$ cat src/rtl/stepper_step_gen.sv
// Trapezoidal step-pulse generator: accepts move commands and emits
// single-cycle step pulses that accelerate, cruise and decelerate.
//
// state  | meaning
// IDLE   | no move in progress, ready for a command
// ACCEL  | period shrinking toward PERIOD_MIN after each step
// CRUISE | period held at PERIOD_MIN
// DECEL  | period growing back toward PERIOD_START
module stepper_step_gen #(
  parameter int STEP_W       = 16,
  parameter int CNT_W        = 24,
  parameter int PERIOD_START = 50000,
  parameter int PERIOD_MIN   = 5000,
  parameter int RAMP_DEC     = 500
) (
  input  logic              clk,
  input  logic              rst_n,
  input  logic              cmd_valid,
  output logic              cmd_ready,
  input  logic              cmd_dir,
  input  logic [STEP_W-1:0] cmd_steps,
  input  logic              abort,
  output logic              step,
  output logic              dir,
  output logic              busy,
  output logic              done,
  output logic [STEP_W-1:0] steps_left
);

  typedef enum logic [1:0] {
    ST_IDLE,
    ST_ACCEL,
    ST_CRUISE,
    ST_DECEL
  } state_t;

  localparam logic [CNT_W:0] P_START = (CNT_W+1)'(PERIOD_START);
  localparam logic [CNT_W:0] P_MIN   = (CNT_W+1)'(PERIOD_MIN);
  localparam logic [CNT_W:0] P_DEC   = (CNT_W+1)'(RAMP_DEC);

  state_t              state_q;
  logic [CNT_W-1:0]    period_q;
  logic [CNT_W-1:0]    timer_q;
  logic [STEP_W-1:0]   ramp_q;
  logic [STEP_W-1:0]   steps_left_q;
  logic                step_q;
  logic                dir_q;
  logic                busy_q;
  logic                done_q;
  logic                ready_q;

  logic [STEP_W-1:0]   rem_d;
  logic [CNT_W:0]      period_up_d;
  logic [CNT_W-1:0]    period_dn_d;
  state_t              state_d;
  logic [CNT_W-1:0]    period_d;
  logic [STEP_W-1:0]   ramp_d;

  // Profile decision taken at each step pulse, evaluated on the remaining count.
  always_comb begin
    rem_d       = steps_left_q - STEP_W'(1);
    period_up_d = {1'b0, period_q} + P_DEC;
    period_dn_d = period_q - P_DEC[CNT_W-1:0];
    state_d     = state_q;
    period_d    = period_q;
    ramp_d      = ramp_q;
    if (rem_d == '0) begin
      state_d = ST_IDLE;
    end else if (rem_d <= ramp_q) begin
      state_d  = ST_DECEL;
      period_d = (period_up_d > P_START) ? P_START[CNT_W-1:0] : period_up_d[CNT_W-1:0];
      ramp_d   = (ramp_q == '0) ? '0 : ramp_q - STEP_W'(1);
    end else if ({1'b0, period_q} > P_MIN) begin
      state_d  = ST_ACCEL;
      period_d = ({1'b0, period_q} >= P_MIN + P_DEC) ? period_dn_d : P_MIN[CNT_W-1:0];
      ramp_d   = ramp_q + STEP_W'(1);
    end else begin
      state_d = ST_CRUISE;
    end
  end

  always_ff @(posedge clk or negedge rst_n) begin
    if (!rst_n) begin
      state_q      <= ST_IDLE;
      period_q     <= P_START[CNT_W-1:0];
      timer_q      <= '0;
      ramp_q       <= '0;
      steps_left_q <= '0;
      step_q       <= 1'b0;
      dir_q        <= 1'b0;
      busy_q       <= 1'b0;
      done_q       <= 1'b0;
      ready_q      <= 1'b1;
    end else begin
      step_q <= 1'b0;
      done_q <= 1'b0;
      if (state_q == ST_IDLE) begin
        if (cmd_valid && ready_q) begin
          dir_q        <= cmd_dir;
          steps_left_q <= cmd_steps;
          period_q     <= P_START[CNT_W-1:0];
          ramp_q       <= '0;
          if (cmd_steps == '0) begin
            done_q <= 1'b1;
          end else begin
            state_q <= ST_ACCEL;
            step_q  <= 1'b1;
            busy_q  <= 1'b1;
            ready_q <= 1'b0;
          end
        end
      end else if (abort) begin
        // A pulse already on the wire still counts as issued.
        if (step_q) steps_left_q <= rem_d;
        state_q <= ST_IDLE;
        busy_q  <= 1'b0;
        ready_q <= 1'b1;
        done_q  <= 1'b1;
      end else if (step_q) begin
        steps_left_q <= rem_d;
        state_q      <= state_d;
        period_q     <= period_d;
        ramp_q       <= ramp_d;
        // Terminal count at zero: the next pulse lands period_d cycles later.
        timer_q      <= period_d - CNT_W'(2);
        if (rem_d == '0) begin
          busy_q  <= 1'b0;
          ready_q <= 1'b1;
          done_q  <= 1'b1;
        end
      end else if (timer_q == '0) begin
        step_q <= 1'b1;
      end else begin
        timer_q <= timer_q - CNT_W'(1);
      end
    end
  end

  assign cmd_ready  = ready_q;
  assign step       = step_q;
  assign dir        = dir_q;
  assign busy       = busy_q;
  assign done       = done_q;
  assign steps_left = steps_left_q;

endmodule

$ cat config.mk
export PLATFORM = sky130hd
export DESIGN_NAME = stepper_step_gen
export DESIGN_NICKNAME = d
export VERILOG_FILES = /design/src/rtl/stepper_step_gen.sv
export SDC_FILE = /design/constraint.sdc
export NUM_CORES = 1
export LEC_CHECK = 0
export ABC_AREA = 0
export CAP_MARGIN = 25
export CELL_PAD_IN_SITES_DETAIL_PLACEMENT = 1
export CELL_PAD_IN_SITES_GLOBAL_PLACEMENT = 1
export CORE_ASPECT_RATIO = 0.7
export CORE_MARGIN = 4
export CORE_UTILIZATION = 46
export DETAILED_ROUTE_END_ITERATION = 6
export PLACE_DENSITY_LB_ADDON = 0.1
export SLEW_MARGIN = 25
export SYNTH_ARGS = -nofsm -noshare
export SYNTH_HDL_FRONTEND = slang
export SYNTH_SLANG_ARGS = --single-unit
$ cat constraint.sdc
create_clock -name clk -period 6.95 [get_ports clk]
set_clock_uncertainty 0.2 [all_clocks]
set_input_delay 1.39 -clock clk [delete_from_list [all_inputs] [get_ports clk]]
set_output_delay 1.39 -clock clk [all_outputs]
set_load 0.01 [all_outputs]
==> impl_metrics.tcl, run 1 <==
set metrics [dict create \
    status "complete, no violations" \
    path_clk_slew_ps 70 \
    ys_types 94 \
    grt_use_total_pct 29.4 \
    r2r_start "steps_left[0]" \
    hold_path_class "flip-flop to flip-flop" \
    synth_top_family_by_area "simple AND/OR/NAND/NOR gates" \
    first_pass_iters 5 \
    core_area_mm2 0.0171 \
    whs_ps 291 \
    nets 1085 \
    vdd_drop_max_v 0.000198 \
    setup_viol 0 \
    instances_no_fill 1273 \
    power.density_mw_per_mm2 447 \
    die-height_um 119 \
    numCtsBuffers 9 \
    synth-edff-count 0 \
    hold_violations 0 \
    ctsHoldBuffers 0 \
    synthTopCellsByArea "dfrtp_1 25%, nor2_1 5.0%, o21ai_0 4.7%" \
    seq_area_mm2 0.00219 \
    holdPathEnd "dir" \
    syn_nets 1093 \
    synth-main-ff-cell "dfrtp_1" \
    avgSynthCellArea_um2 7.68 \
    async_flop_share_pct 100 \
    final_antenna_net_count 0 \
    port_buffers 41 \
    drc 0 \
    clock_latency_ps 360 \
    rr_endpoint "timer_q[23]" \
    worstHoldStart "dir" \
    wirelength_um 28900 \
    start_util_pct 46.9 \
    cts_resized 0 \
    overflow 0 \
    multi_input_area_mm2 0.00537 \
    routedWlPerCell_um 22.7 \
    r2r_cells 18 \
    required_ps 7020 \
    synth-xor-area-share_pct 4.24 \
    post_cts_buffers 0 \
    cts_tree "done" \
    whs_path_depth 2 \
    root_buffer "clkbuf_16" \
    globalplace.congestion 0.965 \
    std_cell_rows 40 \
    post_drt_via_cell_ratio 6.68 \
    synth_compound_area_share_pct 26.6 \
    min_period_ps 6280 \
    grt_antenna_before_repair 0 \
    vias 8500 \
    syn_inst 1045 \
    clk_path_buf_depth 2 \
    final.setup.worst_slack_ps 666 \
    area_growth_pct 9.76 \
    yosysMostFrequentCell "nor2_1" \
    path_class "flip-flop to flip-flop" \
    start_kind "flip-flop" \
    synth_common_cells "106 x nor2_1, 80 x dfrtp_1, 76 x o21ai_0" \
    grt_pass1_vias 8290 \
    rrSetupSlack_ps 670 \
    synth_top_area_share_pct 24.9 \
    muxShareOfSynthArea_pct 1.51 \
    syn_area_mm2 0.00803 \
    slew_headroom_pct 32.1 \
    tightestPinTransition_ps 1020 \
    grt_start_max_net_pins 54 \
    post_route_cells_drive_above_1_share_pct 8.16 \
    end_kind "flip-flop" \
    max_freq_ghz 0.159 \
    ys_seq_area_share_pct 27.2 \
    setup_tns_ps 0 \
    critPathMaxFanout 11 \
    grt_pass1_wl_um 47200 \
    min_period_over_period_pct 90.4 \
    pre_cts_ws_ps 845 \
    rsz0062_at_grt "no" \
    cap_viol_max_count 0 \
    synth_simple_gate_area_share_pct 30.3 \
    synth-seq-cells 87 \
    dp_hpwl_um 21400 \
    dieArea_mm2 0.0197 \
    synth_fa_ha_area_share_pct 4.21 \
    ios 42 \
    report.final.slew_viol_count 0 \
    cp.arrival_ps 6360 \
    die_w_um 166 \
    first_iter_violations 858 \
    n_antenna_cell 0 \
    crit_start "steps_left[0]" \
    fillers 2152 \
    cts_max_level 3 \
    clock_sinks 87 \
    dp_cells 1257 \
    p_leak_nw 3.31 \
    yosys.area.top_type "dfrtp_1" \
    ys_warn_count 0 \
]
[per-layer routing]
| metal | up-vias | part of all wire (%) | global-route usage [%] |
|---|---|---|---|
| li1 | 3922 | - | - |
| met1 | 4239 | 51 | 47.3 |
| met2 | 315 | 40 | 40.1 |
| met3 | 24 | 8.6 | 5.92 |
| met4 | 0 | 1.1 | 5.56 |
| met5 | - | 0 | 0 |
[power by group]
group          switching [W]  internal, W
combinational        0.00148     0.000897
clock               0.000235     0.000318
sequential          0.000337     0.000669
total                0.00205      0.00188
[cell families after synthesis]
family | after synthesis
compound gates | 314
xor+xnor | 38
fa+ha+maj | 27
buf+inv | 109
flops | 87
mux | 12
simple gates | 458
[cells in the final DEF, fill, tap and decap left out, drive strengths merged, types with 22 or more instances in the layout]
cell and n:
nand3 63, nor2 106, o21ai 80, o22ai 24, inv 36, nor3 54
dfrtp 80, ha 27, nor4 22, clkdlybuf4s50 40, nand4 30, nand2 74
a21oi 75, xnor2 23
[worst max path at each step]
stage,cells after the start,end
2_1_floorplan,21,timer_q[23]
3_3_place_gp,18,timer_q[23]
3_5_place_dp,18,timer_q[23]
4_1_cts,18,timer_q[23]
5_1_grt,20,timer_q[23]
6_report,18,timer_q[23]
[critical path, cell delays in order, from the launching register on]
cell and delay, ps:
dfrtp_1 500, inv_1 100, ha_1 350, nand2b_1 190, nor4_1 680, nand2_1 160
xnor2_1 180, ha_1 300, nand4_1 140, nor4_1 370, nand4_1 200, o31a_1 250
a21oi_1 620, o32ai_1 240, a211oi_1 520, nand3_2 250, or3_1 450, or3_1 390
o211ai_1 100
[registers in the layout, summed over array words and instances, names as in the netlist]
name / count
steps_left: 16
dir: 1
step: 1
done: 1
period_q: 24
cmd_ready: 1
ramp_q: 16
state_q: 2
timer_q: 24
busy: 1
[metrics by stage]
stage / area (um^2) / utilization [%] / total power, W
after floorplan: 8030 / - / 0.00259
after CTS: 8810 / 51.5 / 0.00390
final: 8810 / 51.5 / 0.00394
after global placement: 8490 / 49.6 / 0.00327
after detailed placement: 8490 / 49.6 / 0.00332
after global routing: 8810 / 51.5 / 0.00424
[final cells by class]
type,instances,area share (%)
multi-input cells,849,61.0
flip-flops and latches,87,24.8
repair buffers,54,5.74
well taps,231,3.28
clock buffers,10,2.60
inverters,36,1.53
clock inverters,6,1.07
Note: power is estimated with default switching activity, not from simulation.
==> inputs of run 2 (changes only) <==
--- a/config.mk
+++ b/config.mk
@@ -13,7 +13,7 @@
 export CORE_MARGIN = 4
 export CORE_UTILIZATION = 46
 export DETAILED_ROUTE_END_ITERATION = 6
-export PLACE_DENSITY_LB_ADDON = 0.1
+export PLACE_DENSITY = 0.81
 export SLEW_MARGIN = 25
 export SYNTH_ARGS = -nofsm -noshare
 export SYNTH_HDL_FRONTEND = slang
==> run 2 against run 1 <==
- worst hold slack better by 4.2 ps
- sequential cell count stayed put
- core utilization is 0.051 points lower
- via count up 0.75%
- sequential power is essentially flat
- clock power down 3%
- largest cell class unchanged
==> impl_metrics.tcl, run 2 (synthesized netlist as in run 1, its figures left out) <==
set metrics [dict create \
    n_antenna_cell 0 \
    path_class "flip-flop to flip-flop" \
    crit_buf_inv 1 \
    pre_cts_ws_ps 841 \
    start_util_pct 46.9 \
    overflow 0 \
    numCtsBuffers 9 \
    layout_commonest_cell "nor2_1" \
    post_cts_buffers 0 \
    instances_no_fill 1272 \
    setup_tns_ps 0 \
    critPathMaxStageDelay_ps 580 \
    ctsHoldBuffers 0 \
    cts_max_level 3 \
    crit_top_cell "or3_1" \
    required_ps 7030 \
    cap_viol_max_count 0 \
    tightestPinTransition_ps 997 \
    post_route_cells_drive_above_1_share_pct 8.17 \
    routedWlPerCell_um 23.2 \
    grt_pass1_wl_um 47300 \
    reg_top3 "period_q (24), timer_q (24)" \
    min_period_over_period_pct 89.2 \
    grt_start_max_net_pins 51 \
    grt_pass1_vias 8297 \
    highest_layer "met4" \
    clk_path_buf_depth 2 \
    end_kind "flip-flop" \
    area_growth_pct 9.65 \
    total_power_w 0.00395 \
    m1WireLength_um 14100 \
    vias 8564 \
    cp_cell_sequence "nor4_4, and3_1, nand2_1, or3_1, xnor2_1, ha_1, nand4_1, nor4_1, nand4_1, o31a_1, buf_4, a21oi_1, o32ai_1, a211oi_1, nand3_2, or3_1, or3_1, o211ai_1" \
    ios 42 \
    met3WireLength_um 2850 \
    critPathMaxFanout 30 \
    path_clk_slew_ps 70 \
    setup_viol 0 \
    hold_violations 0 \
    die_w_um 166 \
    fin_util_pct 51.4 \
    wl_met2_um 12100 \
    cp_slowest_cell "dfrtp_1" \
    power.density_mw_per_mm2 448 \
    status "complete, no violations" \
    start_kind "flip-flop" \
    max_freq_ghz 0.161 \
    p_leak_nw 3.30 \
    cts_resized 0 \
    first_pass_iters 6 \
    rsz0062_at_grt "no" \
    dieArea_mm2 0.0197 \
    drc 0 \
    dp_cells 1256 \
    globalplace.congestion 0.988 \
    grt_antenna_before_repair 0 \
    std_cell_rows 40 \
    port_buffers 41 \
    root_buffer "clkbuf_16" \
    final_antenna_net_count 0 \
    first_iter_violations 792 \
    final.setup.worst_slack_ps 751 \
    cp.arrival_ps 6280 \
    cts_tree "done" \
    nets 1084 \
    min_period_ps 6200 \
    dp_hpwl_um 21700 \
    post_drt_via_cell_ratio 6.73 \
    grt_use_total_pct 29.5 \
    clock_latency_ps 360 \
    core_area_mm2 0.0171 \
    clock_sinks 87 \
    wirelength_um 29500 \
    report.final.slew_viol_count 0 \
    die-height_um 119 \
    layout_common_cells "105 x nor2_1, 80 x dfrtp_1, 76 x o21ai_0, 75 x a21oi_1, 74 x nand2_1" \
    crit_family "simple AND/OR/NAND/NOR gates" \
    vdd_drop_max_v 0.000233 \
    hold_path_class "flip-flop to flip-flop" \
    slew_headroom_pct 33.5 \
]
## run 2: changes by cell type in the layout (fill, tap and decap cells not counted), sizes merged
cell,previous run,this run
buf,14,13
inv,36,35
clkinv,3,4
## run 2: worst reg2reg max path: cells and delay by family (launching register included)
kind / cells / cell delay, ps
AND/OR/NAND/NOR: 10 / 3120
AO/OA/AOI/OAI: 5 / 1420
flip-flops: 1 / 580
adder cells (fa/ha/maj): 1 / 330
buffers and inverters: 1 / 280
XOR/XNOR: 1 / 180
## run 2: path summary, 6_finish.rpt
check	start	endpoint	slack, ps	cells after the start
max	steps_left[3]	timer_q[23]	750	18
min	dir	dir	300	2
max reg2reg	steps_left[3]	timer_q[23]	750	18
min reg2reg	dir	dir	300	2
max in group asynchronous	rst_n	period_q[12]	4640	2
min in group asynchronous	rst_n	timer_q[2]	820	1
## run 2: layer usage
| layer | global-route usage (%) | vias to the layer above |
|---|---|---|
| li1 | - | 3925 |
| met1 | 45.0 | 4258 |
| met2 | 41.3 | 344 |
| met3 | 7.86 | 37 |
| met4 | 6.39 | 0 |
| met5 | 0 | - |
## run 2: power by group
| part | leakage, nW | switching, W | internal [W] |
|---|---|---|---|
| Sequential | 1.09 | 0.000346 | 0.000669 |
| Combinational | 2.06 | 0.00150 | 0.000895 |
| Clock | 0.152 | 0.000221 | 0.000315 |
## run 2: area by class of cell
type	instances	area (um^2)
Clock buffer	10	229
Tap cell	231	289
Clock inverter	6	86.3
Timing Repair Buffer	53	498
Inverter	36	135
Multi-Input combinational cell	849	5380
Fill cell	2164	8320
Sequential cell	87	2190
## run 2: through the flow
step	cell area, um^2	hold WS (ps)
floorplan	8030	251
global placement	8480	268
detailed placement	8480	263
CTS	8790	294
global route	8800	312
finish	8800	295
==> inputs of run 3 (changes only) <==
--- a/config.mk
+++ b/config.mk
@@ -18,3 +18,4 @@
 export SYNTH_ARGS = -nofsm -noshare
 export SYNTH_HDL_FRONTEND = slang
 export SYNTH_SLANG_ARGS = --single-unit
+export TNS_END_PERCENT = 10
==> results of run 3 <==
The final DEF is identical to that of run 2; final timing and power are the same.
